[config.mk]
export PLATFORM = sky130hd
export DESIGN_NAME = cpu_axil_bridge
export DESIGN_NICKNAME = d
export VERILOG_FILES = /design/src/rtl/cpu_bridge_pkg.sv /design/src/rtl/cpu_axil_bridge.sv
export SDC_FILE = /design/constraint.sdc
export NUM_CORES = 1
export LEC_CHECK = 0
export ABC_AREA = 1
export CORE_MARGIN = 4
export CORE_UTILIZATION = 39
export CTS_CLUSTER_SIZE = 12
export DETAILED_ROUTE_END_ITERATION = 6
export PLACE_DENSITY_LB_ADDON = 0.1
export SYNTH_ARGS = -nofsm -noshare
export SYNTH_HDL_FRONTEND = slang
export SYNTH_SLANG_ARGS = --single-unit
[constraint.sdc]
create_clock -name i_clk -period 1.5 [get_ports i_clk]
set_input_delay 0.3 -clock i_clk [delete_from_list [all_inputs] [get_ports i_clk]]
set_output_delay 0.3 -clock i_clk [all_outputs]
set_load 0.005 [all_outputs]
[src/rtl/cpu_bridge_pkg.sv]
// cpu_bridge_pkg: shared types and helpers for the 65C02 to AXI-Lite bridge.
// Holds the FSM encoding, AXI response codes and byte-lane helpers.
package cpu_bridge_pkg;

  typedef enum logic [2:0] {
    IDLE,
    WADDR,
    RADDR,
    WRESP,
    RRESP,
    DONE
  } bridge_state_t;

  localparam logic [1:0] RESP_OKAY   = 2'b00;
  localparam logic [1:0] RESP_SLVERR = 2'b10;
  localparam logic [1:0] RESP_DECERR = 2'b11;

  localparam logic [7:0] READ_ERR_DATA = 8'hFF;

  function automatic logic [7:0] lane_byte(
    input logic [31:0] word,
    input logic [1:0]  lane
  );
    return word[8*lane +: 8];
  endfunction

  function automatic logic [3:0] lane_strb(
    input logic [1:0] lane
  );
    return 4'b0001 << lane;
  endfunction

  // EXOKAY is meaningless on AXI-Lite, so any non-OKAY code is an error.
  function automatic logic resp_err(
    input logic [1:0] resp
  );
    logic err;
    case (resp)
      RESP_OKAY:   err = 1'b0;
      RESP_SLVERR: err = 1'b1;
      RESP_DECERR: err = 1'b1;
      default:     err = 1'b1;
    endcase
    return err;
  endfunction

endpackage

[src/rtl/cpu_axil_bridge.sv]
// cpu_axil_bridge: holds a 65C02 with RDY while each bus cycle is
// replayed as one AXI4-Lite master transaction.
module cpu_axil_bridge
  import cpu_bridge_pkg::*;
#(
  parameter int          ADDR_WIDTH = 32,
  parameter int          DATA_WIDTH = 32,
  parameter logic [31:0] BASE_ADDR  = 32'h0000_0000
) (
  input  logic                  i_clk,
  input  logic                  i_rst_n,
  input  logic [15:0]           i_cpu_addr,
  input  logic [7:0]            i_cpu_data_from_cpu,
  input  logic                  i_cpu_rwb,
  output logic [7:0]            o_cpu_data_from_dut,
  output logic                  o_cpu_rdy,
  output logic                  o_bus_err,
  input  logic                  i_err_clr,
  output logic [ADDR_WIDTH-1:0] o_awaddr,
  output logic                  o_awvalid,
  input  logic                  i_awready,
  output logic [DATA_WIDTH-1:0] o_wdata,
  output logic [3:0]            o_wstrb,
  output logic                  o_wvalid,
  input  logic                  i_wready,
  input  logic [1:0]            i_bresp,
  input  logic                  i_bvalid,
  output logic                  o_bready,
  output logic [ADDR_WIDTH-1:0] o_araddr,
  output logic                  o_arvalid,
  input  logic                  i_arready,
  input  logic [DATA_WIDTH-1:0] i_rdata,
  input  logic [1:0]            i_rresp,
  input  logic                  i_rvalid,
  output logic                  o_rready
);

  bridge_state_t state;

  logic                  aw_done;
  logic                  w_done;
  logic                  aw_hs;
  logic                  w_hs;
  logic                  ar_hs;
  logic                  b_hs;
  logic                  r_hs;
  logic                  aw_ok;
  logic                  w_ok;
  logic                  new_err;
  logic [ADDR_WIDTH-1:0] cpu_axi_addr;
  logic [DATA_WIDTH-1:0] cpu_wdata;
  logic [7:0]            rd_byte;

  assign cpu_axi_addr =
    ADDR_WIDTH'({BASE_ADDR[31:16], i_cpu_addr});
  assign cpu_wdata =
    DATA_WIDTH'({4{i_cpu_data_from_cpu}});

  assign aw_hs = o_awvalid & i_awready;
  assign w_hs  = o_wvalid & i_wready;
  assign ar_hs = o_arvalid & i_arready;
  assign b_hs  = o_bready & i_bvalid;
  assign r_hs  = o_rready & i_rvalid;

  // A channel counts as done if it finished earlier or finishes now.
  assign aw_ok = aw_done | aw_hs;
  assign w_ok  = w_done | w_hs;

  assign new_err = (b_hs & resp_err(i_bresp))
                 | (r_hs & resp_err(i_rresp));

  assign rd_byte = resp_err(i_rresp)
                 ? READ_ERR_DATA
                 : lane_byte(i_rdata, o_araddr[1:0]);

  assign o_cpu_rdy = (state == DONE);

  always_ff @(posedge i_clk or negedge i_rst_n) begin
    if (!i_rst_n) begin
      state               <= IDLE;
      aw_done             <= 1'b0;
      w_done              <= 1'b0;
      o_awaddr            <= '0;
      o_awvalid           <= 1'b0;
      o_wdata             <= '0;
      o_wstrb             <= 4'b0000;
      o_wvalid            <= 1'b0;
      o_bready            <= 1'b0;
      o_araddr            <= '0;
      o_arvalid           <= 1'b0;
      o_rready            <= 1'b0;
      o_cpu_data_from_dut <= 8'h00;
    end else begin
      unique case (state)
        IDLE: begin
          if (i_cpu_rwb) begin
            o_araddr  <= cpu_axi_addr;
            o_arvalid <= 1'b1;
            state     <= RADDR;
          end else begin
            o_awaddr  <= cpu_axi_addr;
            o_wdata   <= cpu_wdata;
            o_wstrb   <= lane_strb(i_cpu_addr[1:0]);
            o_awvalid <= 1'b1;
            o_wvalid  <= 1'b1;
            aw_done   <= 1'b0;
            w_done    <= 1'b0;
            state     <= WADDR;
          end
        end
        WADDR: begin
          if (aw_hs) begin
            o_awvalid <= 1'b0;
            aw_done   <= 1'b1;
          end
          if (w_hs) begin
            o_wvalid <= 1'b0;
            w_done   <= 1'b1;
          end
          if (aw_ok && w_ok) begin
            aw_done  <= 1'b0;
            w_done   <= 1'b0;
            o_bready <= 1'b1;
            state    <= WRESP;
          end
        end
        RADDR: begin
          if (ar_hs) begin
            o_arvalid <= 1'b0;
            o_rready  <= 1'b1;
            state     <= RRESP;
          end
        end
        WRESP: begin
          if (b_hs) begin
            o_bready <= 1'b0;
            state    <= DONE;
          end
        end
        RRESP: begin
          if (r_hs) begin
            o_rready            <= 1'b0;
            o_cpu_data_from_dut <= rd_byte;
            state               <= DONE;
          end
        end
        DONE: begin
          state <= IDLE;
        end
        default: begin
          state <= IDLE;
        end
      endcase
    end
  end

  // A fresh error outranks a clear arriving in the same cycle.
  always_ff @(posedge i_clk or negedge i_rst_n) begin
    if (!i_rst_n) begin
      o_bus_err <= 1'b0;
    end else if (new_err) begin
      o_bus_err <= 1'b1;
    end else if (i_err_clr) begin
      o_bus_err <= 1'b0;
    end
  end

endmodule

### Yosys cells after proc, flatten, opt, wreduce, memory -nomap -nowiden

Index checks and enable logic that the tools add are counted.

* bits in registers: 87
* input port bits: 69
* output and inout port bits: 115
* logic and storage cells: 94

* equality and inequality tests: 15
* shift-type cells: 2
* muxes and demuxes: 32
* bitwise logic cells: 11
* reduce and logical (&&, ||, !) cells: 20

Operators with widths (number)
* $shiftx A32 B6 Y8: 1
* $reduce_and A3 Y1: 7
* $mux W1: 18
* $ne A2 B2 Y1 const B: 8
* $pmux W3 S5: 1
* $pmux W1 S2: 7
* $mux W3: 4
* $reduce_bool A2 Y1: 5
* $mux W8: 1
* $and A1 B1 Y1: 7
* $eq A3 B2 Y1 const B: 2
* $eq A3 B3 Y1 const B: 2
* $ne A3 B3 Y1 const B: 2
* $reduce_and A2 Y1: 3
* $logic_not A2 Y1: 2
* $reduce_and A4 Y1: 1
* $shl A1 B2 Y4 const A: 1
* $eq A3 B1 Y1 const B: 1
* $logic_not A3 Y1: 1
* $or A1 B1 Y1: 3
* $mux W2: 1
* $logic_and A1 B1 Y1: 1
* $not A1 Y1: 1

### Depth between registers and ports, before layout

* depth after elaboration: 5
* gate-level depth with buffers: 8
* mapped depth without buffers: 7

### Worst setup path before layout

No wires, ideal clock.

* kind: register -> register
* start: reg state[1]
* end: reg o_awaddr[1]
* library setup time: 120 ps
* arrival: 1105 ps
* required time: 1380 ps
* setup slack: 275 ps
* cell stages (with the launch flop): 8
* path buffers: 3
* clock period less this slack: 1225 ps
* cell sequence: dfrtp_1 -> buf_6 -> nor2_4 -> nand3b_2 -> buf_6 -> buf_4 -> nand2_1 -> nand2_1

* longest elaborated chain between the ends: 2

RTL lines
* from (decl): RTL line cpu_axil_bridge.sv:38 `bridge_state_t state;`
* from (signal assigned): RTL line cpu_axil_bridge.sv:80 `state <= IDLE;`
* from (signal assigned): RTL line cpu_axil_bridge.sv:99 `state <= RADDR;`
* from (signal assigned): RTL line cpu_axil_bridge.sv:108 `state <= WADDR;`
* $logic_not A3 Y1: RTL line cpu_axil_bridge.sv:94 `unique case (state)`
* $reduce_and A2 Y1 (no source line)
* to (signal assigned): RTL line cpu_axil_bridge.sv:101 `o_awaddr <= cpu_axi_addr;`
* to (decl): RTL line cpu_axil_bridge.sv:19 `output logic [ADDR_WIDTH-1:0] o_awaddr,`

Every way passes these cells.
A chain may end at the register's enable or synchronous reset.

### Final worst setup path

* start: reg o_wdata[26]
* end: out o_wdata[26]

RTL lines
* from (decl): RTL line cpu_axil_bridge.sv:22 `output logic [DATA_WIDTH-1:0] o_wdata,`
* from (signal assigned): RTL line cpu_axil_bridge.sv:102 `o_wdata <= cpu_wdata;`

No word-level cell between the ends.

==> flow_summary.toml <==
[clocking]
root_buffer = "clkbuf_8"
clock_latency_ns = 0.33
cts_tree = "built"
cts_sinks = 63
clk_pin_slew_ns = 0.08
htreeDepth = 3
cts_buffers = 9
ctsLongestPathBuffers = 2

[critical_path]
required_ns = 1.20
crit_slowest_cell = "dfrtp_1"
cp_slowest_stage_delay_ns = 0.41
crit_chain = "buf_4, dlygate4sd2_1"
startpoint = "o_wdata[26]$_DFFE_PN0P_"
timing.rr.start = "state[1]$_DFFE_PN0P_"
path_max_fanout = 4
cp-start-kind = "flip-flop"
crit_type = "reg2out"
crit_path_end_kind = "output pin"
arrival_ns = 1.13

[cells_and_area]
fin_area_um2 = 5045
n_fill_cell = 770
multi_input_area_um2 = 1175
drive_gt1_share_pct = 13.10
antenna_cells = 0
finalNetCount = 629
syn_to_final_growth_pct = 54.19
ff_latch_area_um2 = 1577
mostFrequentLayoutCells = "nand2_1, dlygate4sd2_1, clkdlybuf4s50_1, dfrtp_1, buf_4"
layout_commonest_cell = "nand2_1"
finish.utilization_pct = 61.71

[routing]
wirelength_um = 8805
first_pass_iters = 4
wl_per_cell_um = 13.14
viasPerCell = 4.424
drt_iter0_drc = 86
ant_nets = 0
remaining_drc_errors = 0
num_vias = 2964

[synth]
syn_area_per_cell_um2 = 8.262
ys_seq_area_share_pct = 48.18
ys_seq_elements = 63
postSynthCellCount = 396
yosysUniqueCellTypes = 25
synthDominantCellAreaShare_pct = 48.18
synth_warnings = 0
synthesis.area_um2 = 3272
synth_top_area_cell = "dfrtp_1"
synth_area_leaders = "dfrtp_1, nand2_1, buf_4, nand3_1, o21ai_1"

[grt]
grt_usage_pct = 17.84
grt_max_degree = 26
grt_pass1_vias = 2885
grt_pass1_wl_um = 14210
antenna_found_initial = 0
grt_overflow = 0

[floorplan]
die_x_um = 99.60
placementRows = 33
die_y_um = 99.60
coreArea_um2 = 8175
start_util_pct = 40.02
die-area_um2 = 9919
io_pins = 184

[place]
dpl.hpwl_um = 6725
io_buffers = 151
routabilityCongestion = 0.8678
place_area_um2 = 4688

[worst_hold_path]
holdCritPathClass = "in2async"

[status]
status = "complete, no violations"

[flow_run]
maxCapViolCount = 0

[sta]
setup_viol = 0
min_period_over_period_pct = 95.51
rsz0062_at_grt = "false"
max_freq_mhz = 698.0
clock_skew_ns = 0.007980
finalHoldViolations = 0
layout_min_cycle_time_ns = 1.433
drv_slew = 0
tns_ns = 0

[power]
p_per_area_nw_per_um2 = 728.3
power.leakage_nw = 3.003
peakVddDrop_v = 0.0004665
[worst max-delay path, delay by kind of cell (launching register included)]
kind                   cells  cell delay (ns)
buffers and inverters      2             0.39
flip-flops                 1             0.41
[logic make-up after synthesis]
kind of cell,count (synthesis),synth area share [%]
flip-flops,63,48.18
other,1,0.1146
buffers and inverters,103,19.88
AND/OR/NAND/NOR,166,21.15
AO/OA/AOI/OAI,63,10.67
[path summary, 6_finish.rpt]
kind,slack (ns),depth (start not counted),endpoint
max,0.07,2,o_wdata[26]
min,0.45,2,o_araddr[10]$_DFFE_PN0N_
max reg2reg,0.11,5,o_wstrb[0]$_DFFE_PN0P_
min reg2reg,0.48,2,o_awaddr[1]$_DFFE_PN0P_
max in group asynchronous,0.56,3,o_cpu_data_from_dut[2]$_DFFE_PN0P_
min in group i_clk,0.48,2,o_awaddr[1]$_DFFE_PN0P_
[per-stage QoR]
step / setup WS, ns / instances / hold slack (ns) / power (mW)
after floorplan: 0.2750 / 427 / 0.004409 / 1.850
after detailed placement: -0.07585 / 631 / 0.2802 / 2.029
after CTS: 0.0003456 / 663 / 0.4446 / 3.716
after global placement: -0.01528 / 631 / 0.2708 / 2.027
after global routing: 0.01242 / 670 / 0.4795 / 3.828
final: 0.06731 / 670 / 0.4464 / 3.674
[Yosys cell counts, drive strengths merged]
cell type  instances
nand3             25
inv               31
nor2              12
nand2            124
conb               1
a21oi             13
nand3b             1
o31ai              1
o21ai             47
dfrtp             63
o22ai              1
nor3               1
clkinv             1
o221ai             1
buf               71
nand4              3
[flip-flops by register name, summed over array words and instances, names as in the netlist]
| name | cells |
|---|---|
| aw_done | 1 |
| o_araddr | 16 |
| o_arvalid | 1 |
| o_awaddr | 16 |
| o_awvalid | 1 |
| o_bready | 1 |
| o_bus_err | 1 |
| o_cpu_data_from_dut | 8 |
| o_rready | 1 |
| o_wdata | 8 |
| o_wstrb | 4 |
| o_wvalid | 1 |
| state | 3 |
| w_done | 1 |
[cell type report]
cell class	count	area share (%)
multi-input cells	261	23.29
clock buffers	10	2.728
inverters	32	2.381
well taps	105	2.604
flip-flops and latches	63	31.25
repair buffers	193	35.91
clock inverters	6	1.835
[per-layer routing]
metal,vias to the layer above,GRT usage [%],wire length (um)
met4,0,5.462,114
met1,1352,22.48,3635
met3,8,5.049,661
li1,1496,-,-
met2,108,29.80,4393
met5,-,0,0
[timing repair]
action                     4_1_cts  5_1_grt
gates resized for setup         71       16
setup endpoints to repair       75       25
hold endpoints to repair        16        0
buffers inserted                15        7
gates cloned                     0        0
hold buffers                     1        0
[power by group]
| group | internal [mW] | switching [mW] | total (mW) | leakage [nW] |
|---|---|---|---|---|
| clock | 0.989 | 0.689 | 1.68 | 0.109 |
| combinational | 0.183 | 0.112 | 0.295 | 2.03 |
| sequential | 1.70 | 0.000981 | 1.70 | 0.862 |
| total | 2.87 | 0.802 | 3.67 | 3.00 |
Note: power is estimated with default switching activity, not from simulation.
